[config.mk]
export PLATFORM = sky130hd
export DESIGN_NAME = line_window_ctrl
export DESIGN_NICKNAME = d
export VERILOG_FILES = /design/src/rtl/line_window_pkg.sv /design/src/rtl/line_window_ctrl_raster_counter.sv /design/src/rtl/line_window_ctrl.sv
export SDC_FILE = /design/constraint.sdc
export NUM_CORES = 1
export LEC_CHECK = 0
export CORE_MARGIN = 2
export CORE_UTILIZATION = 56
export CTS_CLUSTER_SIZE = 16
export DETAILED_ROUTE_END_ITERATION = 8
export PLACE_DENSITY_LB_ADDON = 0.12
export SLEW_MARGIN = 20
export SYNTH_ARGS = -nofsm -noshare
export SYNTH_HDL_FRONTEND = slang
export SYNTH_HIERARCHICAL = 1
export SYNTH_SLANG_ARGS = --single-unit
[constraint.sdc]
create_clock -name clk -period 5.58 [get_ports clk]
set_input_delay 0.558 -clock clk [delete_from_list [all_inputs] [get_ports clk]]
set_output_delay 0.558 -clock clk [all_outputs]
set_load 0.03 [all_outputs]
[src/rtl/line_window_pkg.sv]
// Shared types and default geometry for the sliding-window line-buffer controller.
package line_window_pkg;

  typedef enum logic [1:0] {IDLE, PRIME, RUN, FLUSH} state_e;

  localparam int DEF_IMG_W  = 1920;
  localparam int DEF_IMG_H  = 1080;
  localparam int DEF_KERNEL = 3;

  function automatic int calc_half(input int kernel);
    return (kernel - 1) / 2;
  endfunction

  // Row counter must reach IMG_H+HALF so the flush rows can be tracked past the last input row.
  function automatic int row_cnt_w(input int img_h, input int kernel);
    return $clog2(img_h + calc_half(kernel) + 1);
  endfunction

  localparam int DEF_HALF  = calc_half(DEF_KERNEL);
  localparam int DEF_COL_W = $clog2(DEF_IMG_W);
  localparam int DEF_ROW_W = row_cnt_w(DEF_IMG_H, DEF_KERNEL);

endpackage

[src/rtl/line_window_ctrl_raster_counter.sv]
// Raster column/row position tracker with end-of-line resync and line-length error detection.
module raster_counter
  import line_window_pkg::*;
#(
  parameter int IMG_W = DEF_IMG_W,
  parameter int CW    = DEF_COL_W,
  parameter int RW    = DEF_ROW_W
) (
  input  logic          clk,
  input  logic          rst,
  input  logic          clr,
  input  logic          adv,
  input  logic          restart,
  input  logic          chk,
  input  logic          eol,
  output logic [CW-1:0] cur_col,
  output logic [RW-1:0] cur_row,
  output logic [RW-1:0] row_step,
  output logic          err
);

  localparam logic [CW-1:0] COL_LAST = CW'(IMG_W - 1);
  localparam logic [CW-1:0] COL_ONE  = CW'(1);
  localparam logic [RW-1:0] ROW_ONE  = RW'(1);

  logic [CW-1:0] col_q, col_d, col_step;
  logic [RW-1:0] row_q, row_d;
  logic          last, eol_early, eol_miss, wrap;

  // A restarting pixel is treated as (0,0) regardless of where the counters stood.
  always_comb begin
    cur_col   = restart ? '0 : col_q;
    cur_row   = restart ? '0 : row_q;
    last      = (cur_col == COL_LAST);
    eol_early = chk & eol & ~last;
    eol_miss  = chk & ~eol & last;
    wrap      = last | eol_early;
    col_step  = col_q;
    row_step  = row_q;
    if (adv) begin
      col_step = wrap ? '0 : cur_col + COL_ONE;
      row_step = wrap ? cur_row + ROW_ONE : cur_row;
    end
    err = adv & (eol_early | eol_miss);
  end

  always_comb begin
    col_d = clr ? '0 : col_step;
    row_d = clr ? '0 : row_step;
  end

  always_ff @(posedge clk) begin
    if (rst) begin
      col_q <= '0;
      row_q <= '0;
    end else begin
      col_q <= col_d;
      row_q <= row_d;
    end
  end

endmodule

[src/rtl/line_window_ctrl.sv]
// Sequencer for a KERNEL-1 line-buffer cascade: prime, run, flush, window-centre coordinates and borders.
// Optional macro LINE_WINDOW_CTRL_ERR_CNT_EN adds err_cnt (saturating) and frame_cnt (wrapping) outputs.
module line_window_ctrl
  import line_window_pkg::*;
#(
  parameter int IMG_W  = DEF_IMG_W,
  parameter int IMG_H  = DEF_IMG_H,
  parameter int KERNEL = DEF_KERNEL
) (
  input  logic                     clk,
  input  logic                     rst,
  input  logic                     s_valid,
  output logic                     s_ready,
  input  logic                     s_sof,
  input  logic                     s_eol,
  output logic                     lb_ena,
  output logic                     lb_pad,
  output logic                     win_valid,
  output logic [$clog2(IMG_H)-1:0] win_row,
  output logic [$clog2(IMG_W)-1:0] win_col,
  output logic                     win_top,
  output logic                     win_bot,
  output logic                     win_left,
  output logic                     win_right,
  output logic                     frame_done,
  output logic                     err_len
`ifdef LINE_WINDOW_CTRL_ERR_CNT_EN
  ,
  output logic [15:0]              err_cnt,
  output logic [15:0]              frame_cnt
`endif
);

  localparam int HALF = calc_half(KERNEL);
  localparam int CW   = $clog2(IMG_W);
  localparam int WRW  = $clog2(IMG_H);
  localparam int RW   = row_cnt_w(IMG_H, KERNEL);

  localparam logic [RW-1:0] ROW_HALF  = RW'(HALF);
  localparam logic [RW-1:0] ROW_2HALF = RW'(2 * HALF);
  localparam logic [RW-1:0] ROW_H     = RW'(IMG_H);
  localparam logic [RW-1:0] ROW_END   = RW'(IMG_H + HALF);
  localparam logic [CW-1:0] COL_LEFT  = CW'(HALF);
  localparam logic [CW-1:0] COL_RIGHT = CW'(IMG_W - HALF);

  state_e         state_q, state_d, cnt_state;
  logic           accept, adv, restart, chk, clr, cnt_err;
  logic [CW-1:0]  cur_col;
  logic [RW-1:0]  cur_row, row_step;
  logic           win_valid_q, win_valid_d, frame_done_q, frame_done_d, err_len_q, err_len_d;
  logic [WRW-1:0] win_row_q, win_row_d;
  logic [CW-1:0]  win_col_q, win_col_d;
  logic           top_q, top_d, bot_q, bot_d, left_q, left_d, right_q, right_d;

  assign s_ready = (state_q != FLUSH);
  assign lb_pad  = (state_q == FLUSH);
  assign accept  = s_valid & s_ready;
  // Pixels arriving in IDLE only count once they carry start-of-frame.
  assign adv     = (state_q == FLUSH) | (accept & ((state_q != IDLE) | s_sof));
  assign restart = accept & s_sof;
  assign chk     = (state_q != FLUSH);
  assign lb_ena  = adv;

  raster_counter #(.IMG_W(IMG_W), .CW(CW), .RW(RW)) u_cnt (
    .clk      (clk),
    .rst      (rst),
    .clr      (clr),
    .adv      (adv),
    .restart  (restart),
    .chk      (chk),
    .eol      (s_eol),
    .cur_col  (cur_col),
    .cur_row  (cur_row),
    .row_step (row_step),
    .err      (cnt_err)
  );

  always_comb begin
    cnt_state    = (row_step >= ROW_H) ? FLUSH : (row_step >= ROW_HALF) ? RUN : PRIME;
    state_d      = state_q;
    win_valid_d  = 1'b0;
    frame_done_d = 1'b0;
    err_len_d    = cnt_err;
    clr          = 1'b0;
    case (state_q)
      IDLE: begin
        if (restart) state_d = cnt_state;
      end
      PRIME, RUN: begin
        if (accept) begin
          win_valid_d = (cur_row >= ROW_HALF);
          if (s_sof) err_len_d = 1'b1;
          state_d = cnt_state;
        end
      end
      FLUSH: begin
        win_valid_d = 1'b1;
        if (row_step == ROW_END) begin
          frame_done_d = 1'b1;
          clr          = 1'b1;
          state_d      = IDLE;
        end
      end
      default: state_d = IDLE;
    endcase
  end

  // Window centre trails the input row by HALF; coordinates hold while no window is issued.
  always_comb begin
    win_row_d = win_row_q;
    win_col_d = win_col_q;
    top_d     = top_q;
    bot_d     = bot_q;
    left_d    = left_q;
    right_d   = right_q;
    if (win_valid_d) begin
      win_row_d = WRW'(cur_row - ROW_HALF);
      win_col_d = cur_col;
      top_d     = (cur_row < ROW_2HALF);
      bot_d     = (cur_row >= ROW_H);
      left_d    = (cur_col < COL_LEFT);
      right_d   = (cur_col >= COL_RIGHT);
    end
  end

  always_ff @(posedge clk) begin
    if (rst) begin
      state_q      <= IDLE;
      win_valid_q  <= 1'b0;
      frame_done_q <= 1'b0;
      err_len_q    <= 1'b0;
      win_row_q    <= '0;
      win_col_q    <= '0;
      top_q        <= 1'b0;
      bot_q        <= 1'b0;
      left_q       <= 1'b0;
      right_q      <= 1'b0;
    end else begin
      state_q      <= state_d;
      win_valid_q  <= win_valid_d;
      frame_done_q <= frame_done_d;
      err_len_q    <= err_len_d;
      win_row_q    <= win_row_d;
      win_col_q    <= win_col_d;
      top_q        <= top_d;
      bot_q        <= bot_d;
      left_q       <= left_d;
      right_q      <= right_d;
    end
  end

  assign win_valid  = win_valid_q;
  assign win_row    = win_row_q;
  assign win_col    = win_col_q;
  assign win_top    = top_q;
  assign win_bot    = bot_q;
  assign win_left   = left_q;
  assign win_right  = right_q;
  assign frame_done = frame_done_q;
  assign err_len    = err_len_q;

`ifdef LINE_WINDOW_CTRL_ERR_CNT_EN
  logic [15:0] err_cnt_q, err_cnt_d, frame_cnt_q, frame_cnt_d;

  always_comb begin
    err_cnt_d   = err_cnt_q;
    frame_cnt_d = frame_cnt_q;
    if (err_len_q && (err_cnt_q != 16'hFFFF)) err_cnt_d = err_cnt_q + 16'd1;
    if (frame_done_q) frame_cnt_d = frame_cnt_q + 16'd1;
  end

  always_ff @(posedge clk) begin
    if (rst) begin
      err_cnt_q   <= '0;
      frame_cnt_q <= '0;
    end else begin
      err_cnt_q   <= err_cnt_d;
      frame_cnt_q <= frame_cnt_d;
    end
  end

  assign err_cnt   = err_cnt_q;
  assign frame_cnt = frame_cnt_q;
`endif

endmodule

==> reports/qor.csv, run 1 <==
metric;value;unit
largest net degree at the start of global routing;33;
CP arrival;5.01;ns
DRT iter0 DRCs;327;
Final setup viols;0;
max_cap viols;0;
cell row count;27;
Die ar.;6409;µm²
area of the multi-input gates;2024;µm²
Port Buf Inserts;36;
Syn Inst Count;413;
gr usage total;28.14;%
Fin Setup TNS;0;ns
commonest cells after routing, fill and taps aside;dfxtp_1, nand3_1, clkdlybuf4s50_1;
Tot Pwr;1.021;mW
Synth Cell Area;3239;µm²
Seq cells post-synth;53;
HPWL after DPL;6277;µm
async set-reset flop share out of synthesis;0;%
H-tree levels;2;
Total Wirelength;8675;µm
Worst Setup Start Kind;register;
PwrDens;274.7;nW/µm²
post-route minimum period;4.821;ns
DRT Pass-1 Iters;5;
worst hold path type;reg2reg;
final worst path period share;86.40;%
Syn Nets;425;
top cells by area, synth;dfxtp_1, nand3_1, a21oi_1, nand2_1, nor2b_1;
Final nets;448;
Max FO, Critical Path;22;
Post-CTS Hold Buffers;0;
ANT nets after route;0;
Worst-path clk slew;0.11;ns
Leakage;1.328;nW
DP Worst Slack;0.7681;ns
Post-CTS Setup Bufs;0;
outcome;complete, no violations;
GRT Residual Overflow;0;
slew of the pin with the lowest slew margin;0.7349;ns
Highest Clock Rate;207.4;MHz
FF+latch area;1061;µm²
vias in the first global route;3001;
synth warn;6;
Slowest-stage cell, CP;or4_1;
maximum clock path buffer count;2;
initial antenna violation count;0;
Final Max Tran Viols;0;
Starting Density;58.47;%
Seq/Total Area, Yosys;32.75;%
Die Wd;80.06;µm
Vias/cell;6.456;
Synth area leader;dfxtp_1;
Clock Skew;0.008794;ns
IO Pins;37;
setup ws final;0.7587;ns
RSZ-0062 raised after global routing;false;
Hold Vio Cnt, Final;0;
WP buf/inv;1;
CTS tree;yes;
DRC violations left;0;
Setup crit end kind;register;
RD Place Congestion;0.9491;
Num CTS Buffers;5;
Crit Path Class;reg2reg;
Core Footprint;5540;µm²
area grow syn2layout;14.75;%
Die Span Y;80.06;µm
Distinct cells, synth;59;
commonest non-fill, non-tap cell in the layout;dfxtp_1;
share of cells above drive strength 1;7.323;%
prevailing post-synth register cell;dfxtp_1;
PostCTS Resize Cnt;0;
number of synthesized flops with an enable pin;0;
Worst-Skew Late Latency;0.32;ns
antenna diode count;0;
Root Driver;clkbuf_8;
# fillers;473;
Num Clock Sinks;53;
syn_area_per_cell;7.843;µm²
share of the synthesized area in the top cell type;32.75;%
CP required;5.77;ns
relative slew slack;50.90;%
smallest hold slack;0.4740;ns
VDD IR-drop max;0.0001714;V
Crit path max-delay family;simple AND/OR/NAND/NOR gates;
Cell Chain, Critical Path;ha_1 > inv_1 > and3_1 > nor2b_1 > ha_1 > nand3_2 > nor4_1 > o21ai_0 > o2bb2ai_1 > or4_1 > nor3_1 > and3_1 > or2_2 > a21oi_1;
max incr delay on CP;0.51;ns
first-pass GRT wire length;14300;µm
WL per Instance;17.04;µm
DR vias;3286;
-- cells in the mapped netlist, types with 2 or more instances --
| cell | number |
|---|---|
| a21oi_1 | 34 |
| a221oi_1 | 2 |
| a31o_2 | 2 |
| nor4_1 | 14 |
| buf_6 | 2 |
| a211oi_1 | 7 |
| o211ai_1 | 2 |
| nor2_1 | 14 |
| o21ai_0 | 25 |
| and2_1 | 2 |
| buf_2 | 2 |
| or3_1 | 5 |
| o21a_1 | 2 |
| xnor2_1 | 9 |
| inv_1 | 11 |
| o22ai_1 | 2 |
| dfxtp_1 | 53 |
| nand2b_1 | 7 |
| and3_1 | 9 |
| nor2b_1 | 21 |
| nand3b_1 | 5 |
| a22oi_1 | 2 |
| mux2i_1 | 3 |
| or4_4 | 3 |
| nand3_1 | 37 |
| nand4_1 | 10 |
| clkbuf_1 | 20 |
| or4_1 | 7 |
| o2bb2ai_1 | 2 |
| nand4b_1 | 3 |
| ha_1 | 7 |
| nor3_1 | 18 |
| xor2_1 | 2 |
| a31oi_1 | 7 |
| a21o_1 | 4 |
| nand2_1 | 35 |
-- routing by layer --
metal | wire length (µm) | global-route usage (%) | share of wire, %
met1 | 3931 | 38.53 | 45
met2 | 3943 | 45.75 | 45
met3 | 695 | 4.719 | 8.0
met4 | 104 | 7.797 | 1.2
met5 | 0 | 0 | 0
-- final cells by class --
cell class,count,area share (%)
Clock buffer,5,1.851
Timing Repair Buffer,42,10.91
Clock inverter,3,0.7068
Inverter,11,1.111
Sequential cell,53,28.54
Multi-Input combinational cell,323,54.46
Tap cell,72,2.423
-- power by group --
group / switching (mW) / internal, mW
sequential: 0.0161 / 0.406
combinational: 0.235 / 0.131
clock: 0.141 / 0.0916
total: 0.392 / 0.629
-- registers in the layout, summed over array words and instances, names as in the netlist --
| name | cells |
|---|---|
| err_len | 1 |
| frame_done | 1 |
| state_q | 2 |
| u_cnt/col_q | 11 |
| u_cnt/row_q | 11 |
| win_bot | 1 |
| win_col | 11 |
| win_left | 1 |
| win_right | 1 |
| win_row | 11 |
| win_top | 1 |
| win_valid | 1 |
-- final timing paths --
kind	start	end	slack (ns)	cells after the start
hold / removal	win_col[7]	win_col[7]	0.47	2
setup / recovery	state_q[0]	u_cnt/row_q[8]	0.76	14
hold reg to reg	win_col[7]	win_col[7]	0.47	2
setup reg to reg	state_q[0]	u_cnt/row_q[8]	0.76	14
-- stage by stage --
| stage | cells | area [µm²] | utilization [%] |
|---|---|---|---|
| floorplan | 413 | 3239 | - |
| global placement | 501 | 3622 | 65.38 |
| detailed placement | 501 | 3622 | 65.38 |
| CTS | 509 | 3717 | 67.10 |
| global route | 509 | 3717 | 67.10 |
| finish | 509 | 3717 | 67.10 |
-- cells by family after synthesis --
group | after synthesis | share of synthesized area, %
xor+xnor | 11 | 2.974
flops | 53 | 32.75
mux | 4 | 1.275
simple gates | 196 | 34.14
buf+inv | 37 | 4.944
fa+ha+maj | 7 | 2.704
compound gates | 105 | 21.21
-- tightest hold or removal path: stages, from the launching register on --
cell and delay, ns:
dfxtp_1 0.32, nand3_1 0.06, a21oi_1 0.05
(Power assumes the default switching activity.)
==> inputs of run 2 (changes only) <==
--- a/config.mk
+++ b/config.mk
@@ -15,3 +15,4 @@
 export SYNTH_HDL_FRONTEND = slang
 export SYNTH_HIERARCHICAL = 1
 export SYNTH_SLANG_ARGS = --single-unit
+export TNS_END_PERCENT = 1
==> results of run 2 <==
Same layout as run 1: the final DEF is identical, and so are final timing and power.
==> inputs of run 3 (changes only) <==
--- a/config.mk
+++ b/config.mk
@@ -6,7 +6,8 @@
 export NUM_CORES = 1
 export LEC_CHECK = 0
 export CORE_MARGIN = 2
-export CORE_UTILIZATION = 56
+export CORE_UTILIZATION = 51
+export CTS_CLUSTER_DIAMETER = 50
 export CTS_CLUSTER_SIZE = 16
 export DETAILED_ROUTE_END_ITERATION = 8
 export PLACE_DENSITY_LB_ADDON = 0.12
==> constraint.sdc (replaced) <==
create_clock -name clk -period 3.9 [get_ports clk]
set_input_delay 0.39 -clock clk [delete_from_list [all_inputs] [get_ports clk]]
set_output_delay 0.39 -clock clk [all_outputs]
set_load 0.03 [all_outputs]
==> run 3 against run 2 <==
Net effect:
- critical path depth fell by 1
- first-iteration DRC count fell by 50%
- sequential power rose by 45%
- via count rose by 1.3%
- routed wire length rose by 3.2%
- sequential share of layout area fell by 1.5 points
- flip-flop and latch count did not move
- die area rose by 9.3%
- hold slack got worse by 0.0056 ns
- clock-buffer cell count did not move
- critical endpoint is now u_cnt/row_q[7]
==> reports/qor.csv, run 3 (synthesis results as in run 1) <==
metric;value;unit;change
first-pass GRT wire length;14980;µm;was 14300 µm
DRT Pass-1 Iters;4;;was 5
GRT Residual Overflow;0;;unchanged
H-tree levels;2;;unchanged
WHS Endpoint;win_col[2];;was win_col[7]
Max FO, Critical Path;26;;was 22
reg2reg path depth;13;;was 14
commonest non-fill, non-tap cell in the layout;dfxtp_1;;unchanged
PwrDens;384.9;nW/µm²;was 274.7 nW/µm²
Clock Skew;0.01381;ns;was 0.008794 ns
Port Buf Inserts;36;;unchanged
Crit Path Class;reg2reg;;unchanged
Die Span Y;83.70;µm;was 80.06 µm
Final setup viols;0;;unchanged
Vias/cell;6.281;;was 6.456
commonest cells after routing, fill and taps aside;dfxtp_1, nand3_1, clkdlybuf4s50_1;;unchanged
Hold Crit Start;win_col[2];;was win_col[7]
area grow syn2layout;21.36;%;was 14.75%
outcome;complete, no violations;;unchanged
DRC violations left;0;;unchanged
DP Worst Slack;-0.03268;ns;was 0.7681 ns
largest net degree at the start of global routing;27;;was 33
Core Footprint;6241;µm²;was 5540 µm²
Post-CTS Hold Buffers;0;;unchanged
Final Max Tran Viols;0;;unchanged
Total Wirelength;8954;µm;was 8675 µm
max_cap viols;0;;unchanged
Worst-Skew Late Latency;0.31;ns;was 0.32 ns
RD Place Congestion;0.9933;;was 0.9491
CP arrival;3.95;ns;was 5.01 ns
VDD IR-drop max;0.0003224;V;was 0.0001714 V
Final Instance Count excl. Fillers;530;;was 509
worst hold path type;reg2reg;;unchanged
IO Pins;37;;unchanged
Root Driver;clkbuf_8;;unchanged
ANT nets after route;0;;unchanged
relative slew slack;45.35;%;was 50.90%
Highest Clock Rate;265.8;MHz;was 207.4 MHz
share of cells above drive strength 1;13.25;%;was 7.323%
initial antenna violation count;0;;unchanged
antenna diode count;0;;unchanged
gr usage total;25.93;%;was 28.14%
fin area;3931;µm²;was 3717 µm²
Leakage;1.406;nW;was 1.328 nW
Worst Setup Start Kind;register;;unchanged
CTS tree;yes;;unchanged
Starting Density;51.90;%;was 58.47%
RSZ-0062 raised after global routing;false;;unchanged
maximum clock path buffer count;2;;unchanged
Setup crit end kind;register;;unchanged
Final nets;464;;was 448
DRT iter0 DRCs;165;;was 327
CP required;4.09;ns;was 5.77 ns
worst r2r src;state_q[0];;unchanged
Num CTS Buffers;5;;unchanged
Hold Vio Cnt, Final;0;;unchanged
Die ar.;7005;µm²;was 6409 µm²
HPWL after DPL;6586;µm;was 6277 µm
R2R Path End;u_cnt/row_q[7];;was u_cnt/row_q[8]
Post-CTS Setup Bufs;0;;unchanged
setup ws final;0.1383;ns;was 0.7587 ns
post-route minimum period;3.762;ns;was 4.821 ns
final worst path period share;96.45;%;was 86.40%
WL per Instance;16.89;µm;was 17.04 µm
vias in the first global route;3055;;was 3001
Hold Path Depth;2;;unchanged
Cells after DPL;522;;was 501
R2R setup slack;0.14;ns;was 0.76 ns
Worst-path clk slew;0.11;ns;about the same
cell row count;29;;was 27
Die Wd;83.70;µm;was 80.06 µm
slew of the pin with the lowest slew margin;0.8172;ns;was 0.7349 ns
DR vias;3329;;was 3286
Num Clock Sinks;53;;unchanged
dpl cell area;3832;µm²;was 3622 µm²
## run 3: changes by cell type in the layout (fill, tap and decap cells not counted), moves of 2 or more
cell     delta
and3_4      +2
and3_1      -2
ha_4        +2
nor2b_4     +2
buf_4      +15
dfxtp_2     +2
nor2b_1     -2
ha_1        -2
dfxtp_1     -2
## run 3: layout make-up
class,instances,area (µm²)
Clock inverter,3,21.27
Clock buffer,5,68.82
Tap cell,77,96.34
Inverter,11,45.04
Timing Repair Buffer,58,538.0
Multi-Input combinational cell,323,2098
Fill cell,559,2310
Sequential cell,53,1064
## run 3: metrics by stage
| step | hold slack [ns] | total power, mW | util (%) | setup TNS [ns] |
|---|---|---|---|---|
| 3_5_place_dp | 0.4558 | 1.192 | 61.41 | -0.05166 |
| 4_1_cts | 0.4698 | 1.517 | 62.85 | 0 |
| 3_3_place_gp | 0.4516 | 1.188 | 61.41 | 0 |
| 2_1_floorplan | 0.4557 | 1.016 | - | -2.876 |
| 5_1_grt | 0.4882 | 1.604 | 62.99 | 0 |
| 6_report | 0.4684 | 1.513 | 62.99 | 0 |
## run 3: what timing repair did
item | in CTS | in global routing
resized for setup | 0 | 2
hold endpoints to repair | 0 | 0
endpoints found under the setup margin | 0 | 4
## run 3: how the worst max path moves through the flow
stage,start,endpoint,cells past startpoint
3_5_place_dp,s_sof,u_cnt/row_q[9],15
2_1_floorplan,state_q[1],u_cnt/row_q[5],19
4_1_cts,state_q[0],u_cnt/row_q[9],16
3_3_place_gp,s_sof,u_cnt/row_q[7],14
6_report,state_q[0],u_cnt/row_q[7],13
5_1_grt,state_q[0],u_cnt/row_q[9],16
## run 3: worst max-delay path: stages, from the launching register on
cell and delay, ns:
dfxtp_2 0.38, ha_4 0.21, clkinvlp_4 0.10, and3_1 0.19
buf_12 0.16, nand2b_1 0.28, or4_4 0.62, or4_4 0.51
a32oi_2 0.27, and3_1 0.21, and3_4 0.19, and3_4 0.20
or2_4 0.25, a21oi_1 0.08
## run 3: routing by layer
metal / up-vias / wire [µm] / track usage [%]
met3: 12 / 612 / 4.649
met1: 1563 / 4162 / 36.73
met5: - / 0 / 0
li1: 1619 / - / -
met4: 0 / 157 / 9.384
met2: 135 / 4022 / 39.49
## run 3: where the power goes
part | leakage [nW] | internal, mW | switching (mW) | total, mW
sequential | 0.429 | 0.583 | 0.0279 | 0.611
combinational | 0.933 | 0.218 | 0.359 | 0.577
clock | 0.0445 | 0.128 | 0.197 | 0.325
